## src/rtl/flash_loader_pkg.sv

```systemverilog
// flash_loader_pkg: shared states, SPI/ramio constants and byte-order helper for flash_loader.
package flash_loader_pkg;
    typedef enum logic [2:0] {Send, Receive, Write, WaitWrite, Done} state_t;

    localparam logic [7:0] FlashCmdRead   = 8'h03;
    localparam logic [1:0] RamioWriteWord = 2'b11;
    localparam int         SpiBitCycles   = 2;

    // Flash bytes arrive first-byte-in-MSB; RAM words are little-endian.
    function automatic logic [31:0] bswap(input logic [31:0] w);
        return {w[7:0], w[15:8], w[23:16], w[31:24]};
    endfunction
endpackage

```

## src/rtl/flash_loader_if.sv

```systemverilog
// flash_loader_if: SPI flash pins and ramio write port seen by the boot loader.
interface flash_loader_if;
    logic        flash_clk;
    logic        flash_mosi;
    logic        flash_miso;
    logic        flash_cs_n;
    logic        ramio_enable;
    logic [1:0]  ramio_write_type;
    logic [2:0]  ramio_read_type;
    logic [31:0] ramio_address;
    logic [31:0] ramio_data_in;
    logic        ramio_busy;

    modport master (
        output flash_clk, flash_mosi, flash_cs_n,
        output ramio_enable, ramio_write_type, ramio_read_type, ramio_address, ramio_data_in,
        input  flash_miso, ramio_busy
    );

    modport slave (
        input  flash_clk, flash_mosi, flash_cs_n,
        input  ramio_enable, ramio_write_type, ramio_read_type, ramio_address, ramio_data_in,
        output flash_miso, ramio_busy
    );
endinterface

```

## src/rtl/flash_loader_spi_shift_master.sv

```systemverilog
// spi_shift_master: mode-0 SPI shifter; sends TxWord once, then keeps clocking in 32-bit words.
// stall parks the clock in its low phase; a high phase in progress always completes.
module spi_shift_master
    import flash_loader_pkg::*;
#(
    parameter logic [31:0] TxWord = 32'h0
) (
    input  logic        clk,
    input  logic        rst,
    input  logic        stall,
    input  logic        miso,
    output logic        sclk,
    output logic        mosi,
    output logic        word_done,
    output logic [31:0] rx
);
    localparam int            PW   = $clog2(SpiBitCycles);
    localparam logic [PW-1:0] Half = PW'(SpiBitCycles / 2);
    localparam logic [PW-1:0] Last = PW'(SpiBitCycles - 1);

    logic [PW-1:0] ph;
    logic [4:0]    cnt;
    logic [31:0]   tx;

    assign sclk      = ph >= Half;
    assign mosi      = tx[31];
    assign word_done = ph == Last && cnt == 5'd31;

    always_ff @(posedge clk) begin
        if (rst) begin
            ph  <= '0;
            cnt <= '0;
            tx  <= TxWord;
            rx  <= '0;
        end else if (ph == Last) begin
            ph  <= '0;
            cnt <= cnt + 5'd1;
            tx  <= {tx[30:0], 1'b0};
        end else if (sclk || !stall) begin
            ph <= ph + 1'b1;
            if (ph == Half - 1'b1) rx <= {rx[30:0], miso};
        end
    end
endmodule

```

## src/rtl/flash_loader.sv

```systemverilog
// flash_loader: boot-time copier from SPI flash into ramio as little-endian words.
// FLASH_LOADER_CHECKSUM_EN adds a running 32-bit sum of written words on checksum.
module flash_loader
    import flash_loader_pkg::*;
#(
    parameter int          TransferByteCount = 2048,
    parameter logic [23:0] FlashStartAddress = 24'h0,
    parameter logic [31:0] RamStartAddress   = 32'h0
) (
    input  logic           clk,
    input  logic           rst,
    flash_loader_if.master bus,
    output logic           busy,
    output logic           done,
    output logic [31:0]    checksum
);
    state_t      state, state_n;
    logic        skip, skip_n, cs_n, en, stall, last, word_done, sclk, mosi;
    logic [31:0] rx, addr, data;

    spi_shift_master #(.TxWord({FlashCmdRead, FlashStartAddress})) spi (
        .clk       (clk),
        .rst       (rst),
        .stall     (stall),
        .miso      (bus.flash_miso),
        .sclk      (sclk),
        .mosi      (mosi),
        .word_done (word_done),
        .rx        (rx)
    );

    // Any ramio backpressure freezes the flash stream as well as the write path.
    assign stall = cs_n || bus.ramio_busy || (state != Send && state != Receive);
    assign last  = addr == RamStartAddress + 32'(TransferByteCount) - 32'd4;

    assign bus.flash_clk        = sclk;
    assign bus.flash_mosi       = mosi && !cs_n;
    assign bus.flash_cs_n       = cs_n;
    assign bus.ramio_enable     = en;
    assign bus.ramio_write_type = en ? RamioWriteWord : 2'b00;
    assign bus.ramio_read_type  = 3'b000;
    assign bus.ramio_address    = addr;
    assign bus.ramio_data_in    = data;
    assign busy                 = !cs_n;
    assign done                 = state == Done;

    always_ff @(posedge clk) begin
        if (rst) begin
            state <= Send;
            skip  <= 1'b0;
            cs_n  <= 1'b1;
            addr  <= RamStartAddress;
            data  <= '0;
        end else begin
            state <= state_n;
            skip  <= skip_n;
            cs_n  <= state_n == Done;
            if (state == Receive && word_done) data <= bswap(rx);
            if (state == WaitWrite && state_n != WaitWrite) addr <= addr + 32'd4;
        end
    end

    always_comb begin
        state_n = state;
        skip_n  = skip;
        en      = 1'b0;
        unique case (state)
            Send:      state_n = (TransferByteCount == 0) ? Done : (word_done ? Receive : Send);
            Receive:   state_n = word_done ? Write : Receive;
            Write: if (!bus.ramio_busy) begin
                en      = 1'b1;
                skip_n  = 1'b1;
                state_n = WaitWrite;
            end
            // The cycle after a request is ignored: ramio raises busy only one cycle later.
            WaitWrite: begin
                skip_n = 1'b0;
                if (!skip && !bus.ramio_busy) state_n = last ? Done : Receive;
            end
            Done: ;
        endcase
    end

`ifdef FLASH_LOADER_CHECKSUM_EN
    logic [31:0] sum;

    always_ff @(posedge clk) sum <= rst ? '0 : (en ? sum + data : sum);

    assign checksum = sum;
`else
    assign checksum = '0;
`endif
endmodule

```

## src/flat_wrapper.sv

```systemverilog
// flat-port wrapper written by rule: the top's interface ports become plain ports
module flash_loader_flat import flash_loader_pkg::*;
#(
    parameter int          TransferByteCount = 2048,
    parameter logic [23:0] FlashStartAddress = 24'h0,
    parameter logic [31:0] RamStartAddress   = 32'h0
)
  (clk, rst, busy, done, checksum, bus_flash_clk, bus_flash_mosi, bus_flash_cs_n, bus_ramio_enable, bus_ramio_write_type, bus_ramio_read_type, bus_ramio_address, bus_ramio_data_in, bus_flash_miso, bus_ramio_busy);
  flash_loader_if bus_i ();
  input  logic clk;
  input  logic rst;
  output logic busy;
  output logic done;
  output logic [31:0] checksum;
  output wire logic [$bits(bus_i.flash_clk)-1:0] bus_flash_clk;
  output wire logic [$bits(bus_i.flash_mosi)-1:0] bus_flash_mosi;
  output wire logic [$bits(bus_i.flash_cs_n)-1:0] bus_flash_cs_n;
  output wire logic [$bits(bus_i.ramio_enable)-1:0] bus_ramio_enable;
  output wire logic [$bits(bus_i.ramio_write_type)-1:0] bus_ramio_write_type;
  output wire logic [$bits(bus_i.ramio_read_type)-1:0] bus_ramio_read_type;
  output wire logic [$bits(bus_i.ramio_address)-1:0] bus_ramio_address;
  output wire logic [$bits(bus_i.ramio_data_in)-1:0] bus_ramio_data_in;
  input wire logic [$bits(bus_i.flash_miso)-1:0] bus_flash_miso;
  input wire logic [$bits(bus_i.ramio_busy)-1:0] bus_ramio_busy;
  assign bus_flash_clk = bus_i.flash_clk;
  assign bus_flash_mosi = bus_i.flash_mosi;
  assign bus_flash_cs_n = bus_i.flash_cs_n;
  assign bus_ramio_enable = bus_i.ramio_enable;
  assign bus_ramio_write_type = bus_i.ramio_write_type;
  assign bus_ramio_read_type = bus_i.ramio_read_type;
  assign bus_ramio_address = bus_i.ramio_address;
  assign bus_ramio_data_in = bus_i.ramio_data_in;
  assign bus_i.flash_miso = bus_flash_miso;
  assign bus_i.ramio_busy = bus_ramio_busy;
  flash_loader #(.TransferByteCount(TransferByteCount), .FlashStartAddress(FlashStartAddress), .RamStartAddress(RamStartAddress)) u_core (.clk(clk), .rst(rst), .bus(bus_i), .busy(busy), .done(done), .checksum(checksum));
endmodule
```

## config.mk

```make
export PLATFORM = sky130hd
export DESIGN_NAME = flash_loader_flat
export DESIGN_NICKNAME = d
export VERILOG_FILES = /design/src/rtl/flash_loader_pkg.sv /design/src/rtl/flash_loader_if.sv /design/src/rtl/flash_loader_spi_shift_master.sv /design/src/rtl/flash_loader.sv /design/src/flat_wrapper.sv
export SDC_FILE = /design/constraint.sdc
export NUM_CORES = 1
export LEC_CHECK = 0
export CAP_MARGIN = 25
export CORE_UTILIZATION = 33
export CTS_CLUSTER_DIAMETER = 30
export DETAILED_ROUTE_END_ITERATION = 16
export GPL_TIMING_DRIVEN = 0
export HOLD_SLACK_MARGIN = 0.15
export PLACE_DENSITY = 0.59
export SLEW_MARGIN = 20
export SYNTH_ARGS = -nofsm -noshare
export SYNTH_HDL_FRONTEND = slang
export SYNTH_HIERARCHICAL = 1
export SYNTH_SLANG_ARGS = --single-unit
```

## constraint.sdc

```tcl
create_clock -name clk -period 2.7 [get_ports clk]
set_input_delay 0.81 -clock clk [delete_from_list [all_inputs] [get_ports clk]]
set_output_delay 0.81 -clock clk [all_outputs]
set_load 0.01 [all_outputs]
```

Word level (Yosys, flattened, before mapping):

Index checks and enable logic that the tools add are counted.

* add/sub/neg operators: 3
* magnitude comparators: 1
* equal/unequal tests: 10
* multiplexer cells: 11
* bitwise operators: 2
* reductions and logical operators: 19

Operator list (number)
* $add A32 B3 Y32 const B: 1
* $eq A32 B11 Y1 const B: 1
* $pmux W3 S4: 1
* $mux W3: 3
* $eq A3 B2 Y1 const B: 2
* $eq A3 B3 Y1 const B: 2
* $logic_and A1 B1 Y1: 6
* $add A5 B1 Y5 const B: 1
* $eq A5 B5 Y1 const B: 1
* $logic_not A1 Y1: 4
* $mux W1: 4
* $mux W2: 2
* $reduce_and A2 Y1: 2
* $eq A3 B1 Y1 const B: 1
* $logic_not A3 Y1: 1
* $logic_or A1 B1 Y1: 3
* $ne A3 B1 Y1 const B: 1
* $ne A3 B2 Y1 const B: 1
* $reduce_bool A3 Y1: 1
* $reduce_or A3 Y1: 1
* $ne A2 B2 Y1 const B: 1
* $not A1 Y1: 2
* $pmux W1 S2: 1
* $reduce_bool A2 Y1: 1
* other kinds (2): 2

* register bits: 115
* bits of input ports: 4
* output and inout port bits: 107

Longest topological paths before layout:

* depth after elaboration: 7
* mapped depth: 9
* mapped depth without buffers: 8

Modules after synthesis:

Netlist, hierarchy kept.

Modules (own cells, without submodules)
* flash_loader: times used 1, cells each 405, area each 3305.7 µm², sequential area each 1341.3 µm²
* spi_shift_master: times used 1, cells each 196, area each 1880.6 µm², sequential area each 920.9 µm²

Least setup slack after synthesis:

OpenSTA, ideal clock, no wires.

* kind: input port to output port
* start point: input bus_ramio_busy
* end point: output bus_ramio_write_type[0]
* arrival time: 1.464 ns
* setup slack: 0.426 ns
* stages on the path: 2
* buffers on the path: 1
* cells stage by stage: nor3_1 buf_4

* word-level cells in the longest chain between the ends: 3

RTL lines
* from (decl): line flat_wrapper.sv:24 `input wire logic [$bits(bus_i.ramio_busy)-1:0] bus_ramio_busy;`
* $mux W1: line flash_loader.sv:70 `Write: if (!bus.ramio_busy) begin`
* $mux W1: line flash_loader.sv:67 `unique case (state)`
* $mux W2: line flash_loader.sv:40 `assign bus.ramio_write_type = en ? RamioWriteWord : 2'b00;`
* to (decl): line flat_wrapper.sv:19 `output wire logic [$bits(bus_i.ramio_write_type)-1:0] bus_ramio_write_type;`

Every way passes these cells.

Worst setup path in the final report:

* start point: input bus_ramio_busy
* end point: output bus_ramio_enable

* word-level cells in the longest chain between the ends: 2

RTL lines
* $mux W1: line flash_loader.sv:70
* $mux W1: line flash_loader.sv:67
* to (decl): line flat_wrapper.sv:18 `output wire logic [$bits(bus_i.ramio_enable)-1:0] bus_ramio_enable;`

Every way passes these cells.

==> flow_metrics.tcl <==
set metrics [dict create \
    synth_cells 601 \
    drcViolationCount 0 \
    cts_buffer_depth 2 \
    routed_wl_mm 13.1 \
    final_cells 954 \
    cp_max_fo 8 \
    clk_pin_slew_ns 0.05 \
    syn_to_final_growth_pct 35.1 \
    most-common-layout-cells "dfxtp_1 (112), a21oi_1 (83), nand2_1 (76)" \
    crit_arrival_ns 1.83 \
    die-width_um 127 \
    grt_pass1_wl_mm 21.3 \
    grt_use_met1 0.214 \
    grtUsageTotal 0.168 \
    htree_levels 4 \
    placedCellCount 921 \
    post_drt_wl_per_cell_um 13.7 \
    dp_hpwl_mm 9.22 \
    min_path_type "register to register" \
    num_rows 45 \
    period_needed_ns 2.64 \
    post-route-period-util 0.979 \
    ios 111 \
    first_global_vias 4295 \
    synthFlopType "dfxtp_1" \
    grt.busiest_layer "met2" \
    syn_avg_cell_area_um2 8.63 \
    root_buffer "clkbuf_16" \
    start_util 0.340 \
    max-vdd-ir-drop_mv 0.415 \
    insertion_delay_ns 0.42 \
    core_mm2 0.0153 \
    port_buffers 73 \
    grt_start_max_net_pins 17 \
    cp_slowest_cell "clkdlybuf4s50_1" \
    cpPeakStageDelay_ns 0.58 \
    crit_type "input port to output pin" \
    p_leak_nw 2.52 \
    use_met2 0.267 \
    gr-total-overflow 0 \
    worstSetupStartpointType "input port" \
    synth-seq-area-share 0.436 \
    synth_top_area_cell "dfxtp_1" \
    synth_edf_count 0 \
    synthTopCellsByArea "dfxtp_1 (44%), a21oi_1 (8.0%), buf_4 (5.9%)" \
    drt-initial-drc-count 402 \
    critical_path_required_ns 1.89 \
    post_dp_cell_area_mm2 0.00632 \
    first_pass_iters 5 \
    setup-violations-final 0 \
    synth_seq_cells 113 \
    final_area_mm2 0.00700 \
    fill_cells 1468 \
    vias_per_cell 4.89 \
    timing.hold.ws_ns 0.452 \
    clkSinkCount 113 \
    status "finished, final reports clean" \
    cp-end-kind "output pin" \
    crit_buf_inv 2 \
    cts_tree "done" \
    num_vias 4663 \
    worstMarginPinSlew_ns 0.535 \
    synth_area_mm2 0.00519 \
    hold_viol_final 0 \
    layout_commonest_cell "dfxtp_1" \
    die-area_mm2 0.0162 \
    drive_above_1_share 0.157 \
    fmax_mhz 378 \
    crit_chain "buf_2 > nor3_4 > clkdlybuf4s50_1" \
    yosysWarnings 6 \
    globalplace.congestion 0.808 \
    antenna_found_initial 0 \
    critPathTopFamily "buffers and inverters" \
    rsz0062_at_grt "no" \
    p_per_area_mw_per_mm2 624 \
    antenna_left 0 \
    synth.distinct_cells 59 \
    final_nets 738 \
    final_max_slew_viol_count 0 \
    antennaDiodeCount 0 \
    use_met3 0.0503 \
    maxCapViolCount 0 \
    cts_buffers 17 \
    die_h_um 127 \
    fin_skew_ns 0.00927 \
    maxSlewHeadroom 0.643 \
    async_flop_share 0 \
    yosysTopAreaCellShare 0.436 \
]
-- area by class of cell --
| type | count | area [µm²] | share of cell area |
|---|---|---|---|
| buffer | 79 | 527 | 0.0752 |
| clock buffer | 23 | 488 | 0.0697 |
| clock inverter | 8 | 174 | 0.0248 |
| inverter | 11 | 41.3 | 0.00589 |
| multi-input combinational | 433 | 2500 | 0.357 |
| sequential | 113 | 2260 | 0.323 |
| tap | 211 | 264 | 0.0377 |
| timing repair buffer | 76 | 746 | 0.106 |
-- power breakdown --
group	internal (mW)	total, mW	leakage [nW]	switching, mW
clock	1.73	2.49	0.316	0.762
combinational	0.0751	0.191	1.30	0.116
sequential	1.68	1.68	0.912	0.00719
total	3.48	4.37	2.52	0.886
-- worst paths after layout --
path / from / to / slack [ns] / cells after the start
worst min register to register: u_core/spi/tx[24]$_SDFFE_PP1P_ / u_core/spi/tx[24]$_SDFFE_PP1P_ / 0.45 / 1
worst min-delay path: u_core/spi/tx[24]$_SDFFE_PP1P_ / u_core/spi/tx[24]$_SDFFE_PP1P_ / 0.45 / 1
worst max-delay path: bus_ramio_busy / bus_ramio_enable / 0.06 / 3
worst max register to register: u_core/spi/ph$_SDFF_PP0_ / u_core/bus.ramio_data_in[27]$_SDFFE_PP0P_ / 0.21 / 8
-- synthesized netlist by cell type, types with 7 or more instances --
cell type / count
dfxtp_1: 113
a21oi_1: 83
nand2_1: 76
buf_4: 41
o21ai_0: 39
or3b_1: 30
nor2_1: 28
clkbuf_1: 19
nand4_1: 12
inv_1: 11
nand3_1: 9
mux2i_1: 8
nor2b_1: 7
o31ai_1: 7
xor2_1: 7
-- state kept, by name, indices dropped and copies added (netlist names) --
name / count
u_core/spi/cnt: 5
u_core/spi/ph: 1
u_core/bus.ramio_data_in: 32
u_core/spi/tx: 8
u_core/state: 3
u_core/bus.flash_cs_n: 1
u_core/skip: 1
u_core/bus.ramio_address: 30
u_core/spi/rx: 32
-- per-layer routing --
| layer | vias to the layer above | part of all wire |
|---|---|---|
| met5 | - | 0 |
| met4 | 0 | 0.011 |
| met3 | 14 | 0.057 |
| met2 | 151 | 0.47 |
| met1 | 2176 | 0.47 |
| li1 | 2322 | - |
-- per-stage QoR --
step                worst slack [ns]  TNS (ns)   util  total power [mW]
global route                 0.00168         0  0.459              4.53
global placement              -0.791    -10.72  0.414              1.91
CTS                           0.0258         0  0.459              4.41
finish                        0.0555         0  0.459              4.37
detailed placement            -0.796    -10.53  0.414              1.91
floorplan                      0.426         0      -              1.86
-- logic make-up after synthesis --
group / Yosys count / synth area share
compound gates: 149 / 0.161
simple gates: 222 / 0.243
buf+inv: 91 / 0.110
xor+xnor: 8 / 0.0135
mux: 14 / 0.0285
other cells: 1 / 0.000723
fa+ha+maj: 3 / 0.00724
flops: 113 / 0.436
-- worst register-to-register path, cell delays in order (launching register included) --
cell and delay (ns):
dfxtp_1 0.51, buf_4 0.25, buf_6 0.17, and2_1 0.22
nor4bb_1 0.22, clkbuf_1 0.36, clkbuf_1 0.43, nand2_1 0.12
a21oi_1 0.15
-- repair_timing --
action                                  4_1_cts  5_1_grt
resized for setup                            10        4
hold buffers                                  0        0
buffers inserted                              3        0
gates cloned                                  0        0
endpoints found under the setup margin        3       11
pin swaps                                     1        0
Power figures use the tool's default switching activity.
